## src/rtl/branch_hazard_ctrl_pkg.sv

```systemverilog
// Shared definitions for the ID-stage branch hazard controller:
// forwarding selects, write-back selects, branch funct3 codes, FSM states
// and the branch condition decoder.
package branch_hazard_ctrl_pkg;

   // Comparator operand sources
   localparam logic [1:0] FWD_RF  = 2'b00;
   localparam logic [1:0] FWD_WB  = 2'b01;
   localparam logic [1:0] FWD_MEM = 2'b10;

   // MEM-stage write-back select encodings
   localparam logic [1:0] WB_SEL_DMEM = 2'b00;
   localparam logic [1:0] WB_SEL_ALU  = 2'b01;
   localparam logic [1:0] WB_SEL_PC4  = 2'b10;

   // B-type funct3 encodings
   localparam logic [2:0] F3_BEQ  = 3'b000;
   localparam logic [2:0] F3_BNE  = 3'b001;
   localparam logic [2:0] F3_BLT  = 3'b100;
   localparam logic [2:0] F3_BGE  = 3'b101;
   localparam logic [2:0] F3_BLTU = 3'b110;
   localparam logic [2:0] F3_BGEU = 3'b111;

   typedef enum logic [1:0] {
      ST_IDLE    = 2'b00,
      ST_WAIT    = 2'b01,
      ST_RESOLVE = 2'b10
   } bhc_state_t;

   // Map comparator flags to a taken decision; reserved funct3 never branches.
   function automatic logic branch_cond(input logic [2:0] funct3,
                                        input logic       equal,
                                        input logic       less_than);
      logic taken;
      case (funct3)
         F3_BEQ:           taken = equal;
         F3_BNE:           taken = !equal;
         F3_BLT, F3_BLTU:  taken = less_than;
         F3_BGE, F3_BGEU:  taken = !less_than;
         default:          taken = 1'b0;
      endcase
      return taken;
   endfunction

endpackage

```

## src/rtl/branch_hazard_ctrl_if.sv

```systemverilog
// Pipeline-side signal bundle of the branch hazard controller.
// master: pipeline/comparator side, slave: the controller.
interface branch_hazard_ctrl_if;
   logic       id_valid;
   logic       id_is_branch;
   logic [2:0] id_funct3;
   logic [4:0] id_rs1;
   logic [4:0] id_rs2;
   logic       ex_valid;
   logic       ex_reg_wen;
   logic       ex_is_load;
   logic [4:0] ex_rd;
   logic       mem_valid;
   logic       mem_reg_wen;
   logic [4:0] mem_rd;
   logic [1:0] mem_wb_sel;
   logic       wb_valid;
   logic       wb_reg_wen;
   logic [4:0] wb_rd;
   logic       equal;
   logic       less_than;
   logic       ext_flush;
   logic       sign_select;
   logic [1:0] forwardBranchA;
   logic [1:0] forwardBranchB;
   logic       stall;
   logic       bubble;
   logic       branch_taken;
   logic       flush_if_id;

   modport master (
      output id_valid, id_is_branch, id_funct3, id_rs1, id_rs2,
             ex_valid, ex_reg_wen, ex_is_load, ex_rd,
             mem_valid, mem_reg_wen, mem_rd, mem_wb_sel,
             wb_valid, wb_reg_wen, wb_rd,
             equal, less_than, ext_flush,
      input  sign_select, forwardBranchA, forwardBranchB,
             stall, bubble, branch_taken, flush_if_id
   );

   modport slave (
      input  id_valid, id_is_branch, id_funct3, id_rs1, id_rs2,
             ex_valid, ex_reg_wen, ex_is_load, ex_rd,
             mem_valid, mem_reg_wen, mem_rd, mem_wb_sel,
             wb_valid, wb_reg_wen, wb_rd,
             equal, less_than, ext_flush,
      output sign_select, forwardBranchA, forwardBranchB,
             stall, bubble, branch_taken, flush_if_id
   );
endinterface

```

## src/rtl/branch_hazard_ctrl_src_sel.sv

```systemverilog
// Per-operand producer matcher: finds the youngest in-flight writer of rs
// and returns how many stall cycles are needed and where the value comes
// from once those stalls have elapsed.
module branch_src_sel
   import branch_hazard_ctrl_pkg::*;
#(
   parameter int STALL_W = 2
) (
   input  logic [4:0]         rs,
   input  logic               ex_valid,
   input  logic               ex_reg_wen,
   input  logic               ex_is_load,
   input  logic [4:0]         ex_rd,
   input  logic               mem_valid,
   input  logic               mem_reg_wen,
   input  logic [4:0]         mem_rd,
   input  logic [1:0]         mem_wb_sel,
   input  logic               wb_valid,
   input  logic               wb_reg_wen,
   input  logic [4:0]         wb_rd,
   output logic [STALL_W-1:0] stall_cnt,
   output logic [1:0]         src
);

   logic ex_hit_s;
   logic mem_hit_s;
   logic wb_hit_s;

   assign ex_hit_s  = ex_valid  && ex_reg_wen  && (ex_rd  != 5'd0) && (ex_rd  == rs);
   assign mem_hit_s = mem_valid && mem_reg_wen && (mem_rd != 5'd0) && (mem_rd == rs);
   assign wb_hit_s  = wb_valid  && wb_reg_wen  && (wb_rd  != 5'd0) && (wb_rd  == rs);

   // Youngest matching producer decides stall count and post-stall source.
   always_comb begin
      stall_cnt = '0;
      src       = FWD_RF;
      if (ex_hit_s) begin
         if (ex_is_load) begin
            // load data reaches WB only after two more cycles
            stall_cnt = STALL_W'(2'd2);
            src       = FWD_WB;
         end else begin
            stall_cnt = STALL_W'(2'd1);
            src       = FWD_MEM;
         end
      end else if (mem_hit_s) begin
         case (mem_wb_sel)
            WB_SEL_ALU: begin
               stall_cnt = '0;
               src       = FWD_MEM;
            end
            WB_SEL_DMEM, WB_SEL_PC4: begin
               // only the ALU result is on the MEM bypass path
               stall_cnt = STALL_W'(2'd1);
               src       = FWD_WB;
            end
            default: begin
               stall_cnt = STALL_W'(2'd1);
               src       = FWD_WB;
            end
         endcase
      end else if (wb_hit_s) begin
         stall_cnt = '0;
         src       = FWD_WB;
      end else begin
         stall_cnt = '0;
         src       = FWD_RF;
      end
   end

endmodule

```

## src/rtl/branch_hazard_ctrl.sv

```systemverilog
// ID-stage branch hazard controller: stalls a branch until its operands can
// be bypassed, drives the comparator selects and sign mode, and turns the
// comparator flags into a taken/flush pulse.
// Optional macro BRANCH_HAZARD_PERF_EN adds stall-cycle and taken counters.
module branch_hazard_ctrl
   import branch_hazard_ctrl_pkg::*;
#(
   parameter int STALL_W = 2
) (
   input  logic                 clk,
   input  logic                 rst,
   branch_hazard_ctrl_if.slave  bus
`ifdef BRANCH_HAZARD_PERF_EN
   ,
   output logic [31:0]          perf_stall_cycles,
   output logic [31:0]          perf_taken
`endif
);

   bhc_state_t         state_r;
   bhc_state_t         state_s;
   logic [STALL_W-1:0] cnt_r;
   logic [STALL_W-1:0] cnt_s;
   logic [1:0]         fwd_a_r;
   logic [1:0]         fwd_a_s;
   logic [1:0]         fwd_b_r;
   logic [1:0]         fwd_b_s;

   logic [STALL_W-1:0] need_a_s;
   logic [STALL_W-1:0] need_b_s;
   logic [STALL_W-1:0] need_s;
   logic [1:0]         src_a_s;
   logic [1:0]         src_b_s;
   logic               is_br_s;
   logic               cond_s;
   logic               stall_s;
   logic               taken_s;
   logic [1:0]         sel_a_s;
   logic [1:0]         sel_b_s;

   branch_src_sel #(.STALL_W(STALL_W)) u_src_a (
      .rs          (bus.id_rs1),
      .ex_valid    (bus.ex_valid),
      .ex_reg_wen  (bus.ex_reg_wen),
      .ex_is_load  (bus.ex_is_load),
      .ex_rd       (bus.ex_rd),
      .mem_valid   (bus.mem_valid),
      .mem_reg_wen (bus.mem_reg_wen),
      .mem_rd      (bus.mem_rd),
      .mem_wb_sel  (bus.mem_wb_sel),
      .wb_valid    (bus.wb_valid),
      .wb_reg_wen  (bus.wb_reg_wen),
      .wb_rd       (bus.wb_rd),
      .stall_cnt   (need_a_s),
      .src         (src_a_s)
   );

   branch_src_sel #(.STALL_W(STALL_W)) u_src_b (
      .rs          (bus.id_rs2),
      .ex_valid    (bus.ex_valid),
      .ex_reg_wen  (bus.ex_reg_wen),
      .ex_is_load  (bus.ex_is_load),
      .ex_rd       (bus.ex_rd),
      .mem_valid   (bus.mem_valid),
      .mem_reg_wen (bus.mem_reg_wen),
      .mem_rd      (bus.mem_rd),
      .mem_wb_sel  (bus.mem_wb_sel),
      .wb_valid    (bus.wb_valid),
      .wb_reg_wen  (bus.wb_reg_wen),
      .wb_rd       (bus.wb_rd),
      .stall_cnt   (need_b_s),
      .src         (src_b_s)
   );

   assign need_s  = (need_a_s > need_b_s) ? need_a_s : need_b_s;
   assign is_br_s = bus.id_valid && bus.id_is_branch;
   assign cond_s  = branch_cond(bus.id_funct3, bus.equal, bus.less_than);

   // Next-state, stall sequencing and comparator select decode.
   always_comb begin
      state_s = state_r;
      cnt_s   = cnt_r;
      fwd_a_s = fwd_a_r;
      fwd_b_s = fwd_b_r;
      stall_s = 1'b0;
      taken_s = 1'b0;
      sel_a_s = FWD_RF;
      sel_b_s = FWD_RF;
      case (state_r)
         ST_IDLE: begin
            if (is_br_s) begin
               if (need_s == '0) begin
                  // operands already reachable: resolve this cycle
                  sel_a_s = src_a_s;
                  sel_b_s = src_b_s;
                  taken_s = cond_s;
               end else begin
                  stall_s = 1'b1;
                  cnt_s   = need_s - STALL_W'(1'b1);
                  fwd_a_s = src_a_s;
                  fwd_b_s = src_b_s;
                  if (need_s > STALL_W'(1'b1)) begin
                     state_s = ST_WAIT;
                  end else begin
                     state_s = ST_RESOLVE;
                  end
               end
            end else begin
               state_s = ST_IDLE;
            end
         end
         ST_WAIT: begin
            stall_s = 1'b1;
            if (cnt_r <= STALL_W'(1'b1)) begin
               cnt_s   = '0;
               state_s = ST_RESOLVE;
            end else begin
               cnt_s   = cnt_r - STALL_W'(1'b1);
            end
         end
         ST_RESOLVE: begin
            sel_a_s = fwd_a_r;
            sel_b_s = fwd_b_r;
            taken_s = cond_s;
            state_s = ST_IDLE;
         end
         default: begin
            state_s = ST_IDLE;
            cnt_s   = '0;
         end
      endcase
      // an older redirect kills the branch regardless of state
      if (bus.ext_flush) begin
         stall_s = 1'b0;
         taken_s = 1'b0;
         state_s = ST_IDLE;
         cnt_s   = '0;
      end else begin
         stall_s = stall_s;
      end
   end

   // State, stall counter and captured post-stall sources.
   always_ff @(posedge clk) begin
      if (rst) begin
         state_r <= ST_IDLE;
         cnt_r   <= '0;
         fwd_a_r <= FWD_RF;
         fwd_b_r <= FWD_RF;
      end else begin
         state_r <= state_s;
         cnt_r   <= cnt_s;
         fwd_a_r <= fwd_a_s;
         fwd_b_r <= fwd_b_s;
      end
   end

   // Outputs are forced quiet while reset is held, even mid-stall.
   assign bus.sign_select    = !rst && bus.id_funct3[1];
   assign bus.stall          = !rst && stall_s;
   assign bus.bubble         = !rst && stall_s;
   assign bus.branch_taken   = !rst && taken_s;
   assign bus.flush_if_id    = !rst && taken_s;
   assign bus.forwardBranchA = rst ? FWD_RF : sel_a_s;
   assign bus.forwardBranchB = rst ? FWD_RF : sel_b_s;

`ifdef BRANCH_HAZARD_PERF_EN
   // Free-running wrap-around event counters.
   always_ff @(posedge clk) begin
      if (rst) begin
         perf_stall_cycles <= 32'd0;
         perf_taken        <= 32'd0;
      end else begin
         perf_stall_cycles <= perf_stall_cycles + (bus.stall        ? 32'd1 : 32'd0);
         perf_taken        <= perf_taken        + (bus.branch_taken ? 32'd1 : 32'd0);
      end
   end
`endif

endmodule
```

## src/flat_wrapper.sv

```systemverilog
// flat-port wrapper written by rule: the top's interface ports become plain ports
module branch_hazard_ctrl_flat import branch_hazard_ctrl_pkg::*;
#(
   parameter int STALL_W = 2
)
  (clk, rst, bus_id_valid, bus_id_is_branch, bus_id_funct3, bus_id_rs1, bus_id_rs2, bus_ex_valid, bus_ex_reg_wen, bus_ex_is_load, bus_ex_rd, bus_mem_valid, bus_mem_reg_wen, bus_mem_rd, bus_mem_wb_sel, bus_wb_valid, bus_wb_reg_wen, bus_wb_rd, bus_equal, bus_less_than, bus_ext_flush, bus_sign_select, bus_forwardBranchA, bus_forwardBranchB, bus_stall, bus_bubble, bus_branch_taken, bus_flush_if_id);
  branch_hazard_ctrl_if bus_i ();
  input  logic clk;
  input  logic rst;
  input wire logic [$bits(bus_i.id_valid)-1:0] bus_id_valid;
  input wire logic [$bits(bus_i.id_is_branch)-1:0] bus_id_is_branch;
  input wire logic [$bits(bus_i.id_funct3)-1:0] bus_id_funct3;
  input wire logic [$bits(bus_i.id_rs1)-1:0] bus_id_rs1;
  input wire logic [$bits(bus_i.id_rs2)-1:0] bus_id_rs2;
  input wire logic [$bits(bus_i.ex_valid)-1:0] bus_ex_valid;
  input wire logic [$bits(bus_i.ex_reg_wen)-1:0] bus_ex_reg_wen;
  input wire logic [$bits(bus_i.ex_is_load)-1:0] bus_ex_is_load;
  input wire logic [$bits(bus_i.ex_rd)-1:0] bus_ex_rd;
  input wire logic [$bits(bus_i.mem_valid)-1:0] bus_mem_valid;
  input wire logic [$bits(bus_i.mem_reg_wen)-1:0] bus_mem_reg_wen;
  input wire logic [$bits(bus_i.mem_rd)-1:0] bus_mem_rd;
  input wire logic [$bits(bus_i.mem_wb_sel)-1:0] bus_mem_wb_sel;
  input wire logic [$bits(bus_i.wb_valid)-1:0] bus_wb_valid;
  input wire logic [$bits(bus_i.wb_reg_wen)-1:0] bus_wb_reg_wen;
  input wire logic [$bits(bus_i.wb_rd)-1:0] bus_wb_rd;
  input wire logic [$bits(bus_i.equal)-1:0] bus_equal;
  input wire logic [$bits(bus_i.less_than)-1:0] bus_less_than;
  input wire logic [$bits(bus_i.ext_flush)-1:0] bus_ext_flush;
  output wire logic [$bits(bus_i.sign_select)-1:0] bus_sign_select;
  output wire logic [$bits(bus_i.forwardBranchA)-1:0] bus_forwardBranchA;
  output wire logic [$bits(bus_i.forwardBranchB)-1:0] bus_forwardBranchB;
  output wire logic [$bits(bus_i.stall)-1:0] bus_stall;
  output wire logic [$bits(bus_i.bubble)-1:0] bus_bubble;
  output wire logic [$bits(bus_i.branch_taken)-1:0] bus_branch_taken;
  output wire logic [$bits(bus_i.flush_if_id)-1:0] bus_flush_if_id;
  assign bus_i.id_valid = bus_id_valid;
  assign bus_i.id_is_branch = bus_id_is_branch;
  assign bus_i.id_funct3 = bus_id_funct3;
  assign bus_i.id_rs1 = bus_id_rs1;
  assign bus_i.id_rs2 = bus_id_rs2;
  assign bus_i.ex_valid = bus_ex_valid;
  assign bus_i.ex_reg_wen = bus_ex_reg_wen;
  assign bus_i.ex_is_load = bus_ex_is_load;
  assign bus_i.ex_rd = bus_ex_rd;
  assign bus_i.mem_valid = bus_mem_valid;
  assign bus_i.mem_reg_wen = bus_mem_reg_wen;
  assign bus_i.mem_rd = bus_mem_rd;
  assign bus_i.mem_wb_sel = bus_mem_wb_sel;
  assign bus_i.wb_valid = bus_wb_valid;
  assign bus_i.wb_reg_wen = bus_wb_reg_wen;
  assign bus_i.wb_rd = bus_wb_rd;
  assign bus_i.equal = bus_equal;
  assign bus_i.less_than = bus_less_than;
  assign bus_i.ext_flush = bus_ext_flush;
  assign bus_sign_select = bus_i.sign_select;
  assign bus_forwardBranchA = bus_i.forwardBranchA;
  assign bus_forwardBranchB = bus_i.forwardBranchB;
  assign bus_stall = bus_i.stall;
  assign bus_bubble = bus_i.bubble;
  assign bus_branch_taken = bus_i.branch_taken;
  assign bus_flush_if_id = bus_i.flush_if_id;
  branch_hazard_ctrl #(.STALL_W(STALL_W)) u_core (.clk(clk), .rst(rst), .bus(bus_i));
endmodule
```

## config.mk

```make
export PLATFORM = sky130hd
export DESIGN_NAME = branch_hazard_ctrl_flat
export DESIGN_NICKNAME = d
export VERILOG_FILES = /design/src/rtl/branch_hazard_ctrl_pkg.sv /design/src/rtl/branch_hazard_ctrl_if.sv /design/src/rtl/branch_hazard_ctrl_src_sel.sv /design/src/rtl/branch_hazard_ctrl.sv /design/src/flat_wrapper.sv
export SDC_FILE = /design/constraint.sdc
export NUM_CORES = 1
export LEC_CHECK = 0
export CORE_ASPECT_RATIO = 1.75
export CORE_MARGIN = 2
export CORE_UTILIZATION = 35
export CTS_BUF_LIST = sky130_fd_sc_hd__clkbuf_2
export DETAILED_ROUTE_END_ITERATION = 12
export PLACE_DENSITY_LB_ADDON = 0.15
export SETUP_SLACK_MARGIN = 0.5
export SLEW_MARGIN = 40
export SYNTH_ARGS = -nofsm -noshare
export SYNTH_HDL_FRONTEND = slang
export SYNTH_SLANG_ARGS = --single-unit
export TNS_END_PERCENT = 20
```

## constraint.sdc

```tcl
create_clock -name clk -period 6.6 [get_ports clk]
set_input_delay 1.65 -clock clk [delete_from_list [all_inputs] [get_ports clk]]
set_output_delay 1.65 -clock clk [all_outputs]
set_load 0.02 [all_outputs]
```

==> run metrics, run 1 <==
Routed WL=4810 um; worst slew pin tran=0.619 ns; first-pass GRT wire length=6710 um; syn avg cell area=7.86 sq um; CTS H-Tree Depth=1; Crit Path Class=input port to primary output; worst endpoint required time=4.95 ns; Die W=47.9 um; Final setup viols=0; sequential-to-total area share from yosys stat=13.6%; layout cells sized above 1=43.6%; DRT iter0 DRCs=54; vias in the first global route=1622; All-Layer GR Usage=23.8%; Fin Setup TNS=0 ns; Row Count=27; startpoint types=input port; vias=1608; Hold Path Class=flop to flop; synthesis-stage register bit count=8; Final GP Congestion=0.827; nets=310; ANT nets after route=0; Final Hold Viols=0; outcome=finished clean; I/O pin count=53; CTS tree=done; Core Region=3180 sq um; crit path cell chain=clkdlybuf4s50_1 > buf_4 > xor2_1 > nor2_1 > nand2_1 > nor2_4 > a21oi_2 > ha_4 > nand2_4 > o21ai_4 > mux2i_2 > nor2_2 > nor2_2 > ha_2 > a31oi_4 > nor4b_4 > buf_4; Netlist cell types=47; initial antenna violation count=0; die area=3870 sq um; Worst VDD drop=0.0000823 V; CTS clk-pin slew, worst paths=0.07 ns; syn_nets=199; CTS buffer count=3; diode count=0; Crit path largest cell delay=0.46 ns; remaining global-route overflow=0; DPL Wire Length=3340 um; Buffers on Ports=52; Top FF cell, synth=dfxtp_1; Power Density=76.2 nW/um^2; Vias per Instance=5.32; largest net degree at the start of global routing=11; residual DRC count=0; 1st-pass router iterations=4; crit path time final=6.38 ns; Clk Tree Root Cell=clkbuf_2; CTS Hold Bufs=0; Post-synth EDFFs=0; max-cap viol count=0; Slowest-stage cell, CP=clkdlybuf4s50_1; Post-synth ARST share=0%; clock network latency to the later pin of the worst-skew pair=0.27 ns; Die H=80.8 um; Synth-to-Final Area Change=101%; Clock Skew=0.0139 ns; Pleak=1.06 nW; Max Root-Sink Buffers=2; fmax=157 MHz; RSZ-0062 raised after global routing=true; max_slew headroom=58.4%; Synth Cell Area=1180 sq um; Arr. time, crit path=4.73 ns; Routed WL per cell=15.9 um; Syn Inst Count=150; clk sinks=8; worst hold slack=0.511 ns; CP Capture Type=primary output; Yosys warning count=0; Starting Density=37.1%; crit share post-route=96.6%; max-slew violations=0; delay-heaviest family, CP=simple AND/OR/NAND/NOR gates; largest fanout on the critical path=2; crit path buf inv count=3
[metrics by stage]
stage               total power (W)  setup WS [ns]  std cells  cell area (sq um)  utilization [%]
finish                     0.000180          0.223        302               2370             74.5
CTS                        0.000174          0.176        296               2270             71.4
floorplan                 0.0000825          0.391        150               1200                -
detailed placement         0.000138         -0.626        281               2050             64.7
global route               0.000189         0.0395        302               2370             74.5
global placement           0.000137         -0.496        281               2050             64.7
[path summary, 6_finish.rpt]
check	startpoint	endpoint	slack (ns)	cells after the start
hold / removal	u_core.fwd_a_r[0]	u_core.fwd_a_r[0]	0.51	1
setup reg to reg	u_core.state_r[0]	u_core.fwd_a_r[0]	4.97	3
setup / recovery	bus_id_rs1[3]	bus_branch_taken	0.22	17
hold reg to reg	u_core.fwd_a_r[0]	u_core.fwd_a_r[0]	0.51	1
[cells in the mapped netlist, types with 2 or more instances]
cell,count,area [sq um]
buf_4,2,15.0
xor2_1,18,158
a21oi_1,4,20.0
nand2_1,10,37.5
o21ai_1,3,15.0
a31oi_1,2,12.5
and3_1,4,25.0
dfxtp_1,8,160
or3_1,3,18.8
xnor2_1,14,123
ha_1,5,62.6
nor2b_1,4,25.0
o21ai_0,5,25.0
or4_4,2,22.5
mux2i_1,4,40.0
inv_1,3,11.3
nor3_1,10,50.1
clkbuf_1,2,7.51
a32o_1,2,20.0
and2_1,2,12.5
nor2_1,12,45.0
nand2b_1,2,12.5
nand3_1,5,25.0
[report_power, final]
group / internal, W / total, W / switching (W)
Clock: 0.0000123 / 0.0000319 / 0.0000196
Sequential: 0.0000485 / 0.0000490 / 0.000000519
Combinational: 0.0000566 / 0.0000994 / 0.0000428
[cell type report]
cell class	instances	area, sq um
Multi-Input combinational cell	134	1170
Timing Repair Buffer	110	947
Fill cell	242	810
Sequential cell	8	160
Tap cell	43	53.8
Clock buffer	3	15.0
Inverter	4	15.0
[timing repair]
action | 4_1_cts | 5_1_grt
pin swaps | 23 | 21
setup endpoints to repair | 8 | 8
gates cloned | 0 | 0
setup buffers | 12 | 6
resized for setup | 92 | 23
[metal layers]
layer / track usage (%) / routed length [um]
met5: 0 / 0
met4: 11.6 / 191
met3: 3.56 / 276
met2: 47.1 / 2830
met1: 20.4 / 1510
[layout by cell type, fill, tap and decap left out, drive strengths merged, types with 5 or more instances in the layout]
cell | synthesis | routed
nor2 | 13 | 13
clkdlybuf4s50 | 0 | 25
dlymetal6s2s | 0 | 6
xnor2 | 14 | 14
o21ai | 8 | 8
xor2 | 18 | 18
nor3 | 10 | 10
clkbuf | 2 | 5
ha | 5 | 5
nand2 | 10 | 10
buf | 2 | 69
dfxtp | 8 | 8
nand3 | 6 | 6
[state kept, by name, indices dropped and copies added, names as in the netlist]
signal and cells:
u_core.state_r 2, u_core.fwd_a_r 2, u_core.fwd_b_r 2, u_core.cnt_r 2
[cell families (layout without fill, tap and decap cells)]
group | after synthesis | in the layout | synth area share (%)
multiplexers | 4 | 4 | 3.40
AND/OR/NAND/NOR | 65 | 65 | 33.0
XOR/XNOR | 32 | 32 | 23.8
flip-flops | 8 | 8 | 13.6
AO/OA/AOI/OAI | 28 | 28 | 17.7
adder cells (fa/ha/maj) | 5 | 5 | 5.31
buffers and inverters | 8 | 117 | 3.18
Power figures use the tool's default switching activity.
==> inputs of run 2 (changes only) <==
==> constraint.sdc (replaced) <==
create_clock -name clk -period 6.6 [get_ports clk]
set_input_delay 0.66 -clock clk [delete_from_list [all_inputs] [get_ports clk]]
set_output_delay 0.66 -clock clk [all_outputs]
set_load 0.02 [all_outputs]
==> run metrics, run 2 (synthesized netlist as in run 1, its figures left out) <==
Clk Tree Root Cell=clkbuf_2; worst endpoint required time=5.94 ns (+0.99 ns); fill cell count=327 (+35%); crit share post-route=82.8% (-14 points); CP Depth=16 (-1); most frequent cells in the layout=52 x clkdlybuf4s50_1, 18 x xor2_1, 14 x xnor2_1; Routed WL=3600 um (-25%); placed cells=241 (-14%); Fin Setup TNS=0 ns (unchanged); layout cells sized above 1=6.97% (-37 points); vias in the first global route=1369 (-16%); Max Root-Sink Buffers=2 (unchanged); residual DRC count=0 (unchanged); vias=1321 (-18%); largest net degree at the start of global routing=11 (unchanged); Crit Path Class=input port to primary output; initial antenna violation count=0 (unchanged); crit path cell chain=clkdlybuf4s50_1 > xor2_1 > or4_4 > nor4_4 > nor2b_1 > a21oi_1 > ha_1 > nand2_1 > o21ai_1 > mux2i_1 > and3_1 > nor2_1 > ha_1 > a31oi_1 > nor4b_1 > clkdlybuf4s50_1; remaining global-route overflow=0 (unchanged); 1st-pass router iterations=4 (unchanged); die area=3870 sq um (unchanged); Vias per Instance=5.41 (+1.7%); All-Layer GR Usage=19.2% (-4.6 points); delay-heaviest family, CP=simple AND/OR/NAND/NOR gates; Crit path largest cell delay=0.68 ns (+0.22 ns); Routed WL per cell=14.8 um (-7.4%); Pint=0.000102 W (-13%); fmax=183 MHz (+17%); FF-to-FF path depth=4 (+1); postcts setup bufs=0 (-12); Row Count=27 (unchanged); crit path time final=5.47 ns (-0.910 ns); Final Hold Viols=0 (unchanged); commonest non-fill, non-tap cell in the layout=clkdlybuf4s50_1; worst reg2reg path startpoint=u_core.state_r[0]; Psw=0.0000520 W (-17%); Clock Skew=0.0165 ns (+0.00254 ns); Final GP Congestion=0.865 (+4.6%); first-pass GRT wire length=5450 um (-19%); hold_sp=u_core.fwd_a_r[0]; sequential power share=31.8% (+4.6 points); Worst VDD drop=0.0000479 V (-42%); CTS Hold Bufs=0 (unchanged); largest fanout on the critical path=5 (+3); max-slew violations=0 (unchanged); max-cap viol count=0 (unchanged); post-layout util=55.0% (-20 points); FF-to-FF End=u_core.fwd_b_r[0]; outcome=finished clean; DRT iter0 DRCs=13 (-76%); CP Capture Type=primary output; CTS clk-pin slew, worst paths=0.08 ns (about the same); Pleak=0.656 nW (-38%); Post-Layout Cell Count=244 (-19%); Starting Density=37.1% (unchanged); CTS H-Tree Depth=1 (unchanged); CTS buffer count=3 (unchanged); CTS resizes=0 (-100%); Buffers on Ports=52 (unchanged); Core Region=3180 sq um (unchanged); Die H=80.8 um (unchanged); worst setup path startpoint=bus_id_rs1[1]; max_slew headroom=61.2% (+2.7 points); clock share of power=20.2% (+2.5 points); ANT nets after route=0 (unchanged); Final setup viols=0 (unchanged); Hold Path Class=flop to flop; logic gate share of total power=48.0% (-7.1 points); clock network latency to the later pin of the worst-skew pair=0.25 ns (-0.02 ns); crit path buf inv count=2 (-1); Slowest-stage cell, CP=clkdlybuf4s50_1; Synth-to-Final Area Change=48.1%; DPL Wire Length=3120 um (-6.5%); I/O pin count=53 (unchanged); CTS tree=done; diode count=0 (unchanged); worst slew pin tran=0.578 ns (-0.0411 ns); clk sinks=8 (unchanged); nets=252 (-19%); startpoint types=input port; Sw Share=33.8% (-1.1 points); Power Density=88.2 nW/um^2 (+16%); Die W=47.9 um (unchanged); RSZ-0062 raised after global routing=false; r2r setup slk=5.04 ns (+0.07 ns); Arr. time, crit path=4.81 ns (+0.08 ns); crit path to=bus_branch_taken
## run 2: worst min-delay path by stage
stage,end,cells past startpoint
floorplan,u_core.fwd_a_r[0],1
global placement,u_core.fwd_a_r[0],1
detailed placement,u_core.fwd_a_r[0],1
CTS,u_core.fwd_a_r[0],1
global route,u_core.fwd_a_r[0],1
finish,u_core.fwd_a_r[0],1
## run 2: metrics by stage
| stage | cell area (sq um) | hold WS [ns] | total power [W] | worst slack (ns) |
|---|---|---|---|---|
| floorplan | 1180 | 0.469 | 0.0000815 | 1.81 |
| global placement | 1730 | 0.480 | 0.000122 | 1.26 |
| detailed placement | 1730 | 0.488 | 0.000123 | 1.11 |
| CTS | 1750 | 0.507 | 0.000155 | 1.12 |
| global route | 1750 | 0.526 | 0.000161 | 0.862 |
| finish | 1750 | 0.515 | 0.000154 | 1.13 |
## run 2: cell type report
class | instances | area [sq um] | area share, %
Timing Repair Buffer | 52 | 520 | 29.8
Sequential cell | 8 | 160 | 9.18
Inverter | 4 | 15.0 | 0.860
Multi-Input combinational cell | 134 | 981 | 56.2
Clock buffer | 3 | 15.0 | 0.860
Tap cell | 43 | 53.8 | 3.08
## run 2: power groups by stage
stage	clock [W]	combinational (W)	sequential (W)
5_1_grt	0.0000325	0.0000791	0.0000490
3_3_place_gp	0	0.0000720	0.0000500
4_1_cts	0.0000324	0.0000735	0.0000489
2_1_floorplan	0	0.0000317	0.0000497
3_5_place_dp	0	0.0000733	0.0000500
6_report	0.0000312	0.0000738	0.0000489
## run 2: metal layers
| metal | track usage, % | part of all wire (%) | wire length, um |
|---|---|---|---|
| met1 | 13.3 | 32 | 1150 |
| met2 | 41.6 | 60 | 2160 |
| met3 | 1.56 | 4.4 | 160 |
| met4 | 10.0 | 3.6 | 129 |
| met5 | 0 | 0 | 0 |
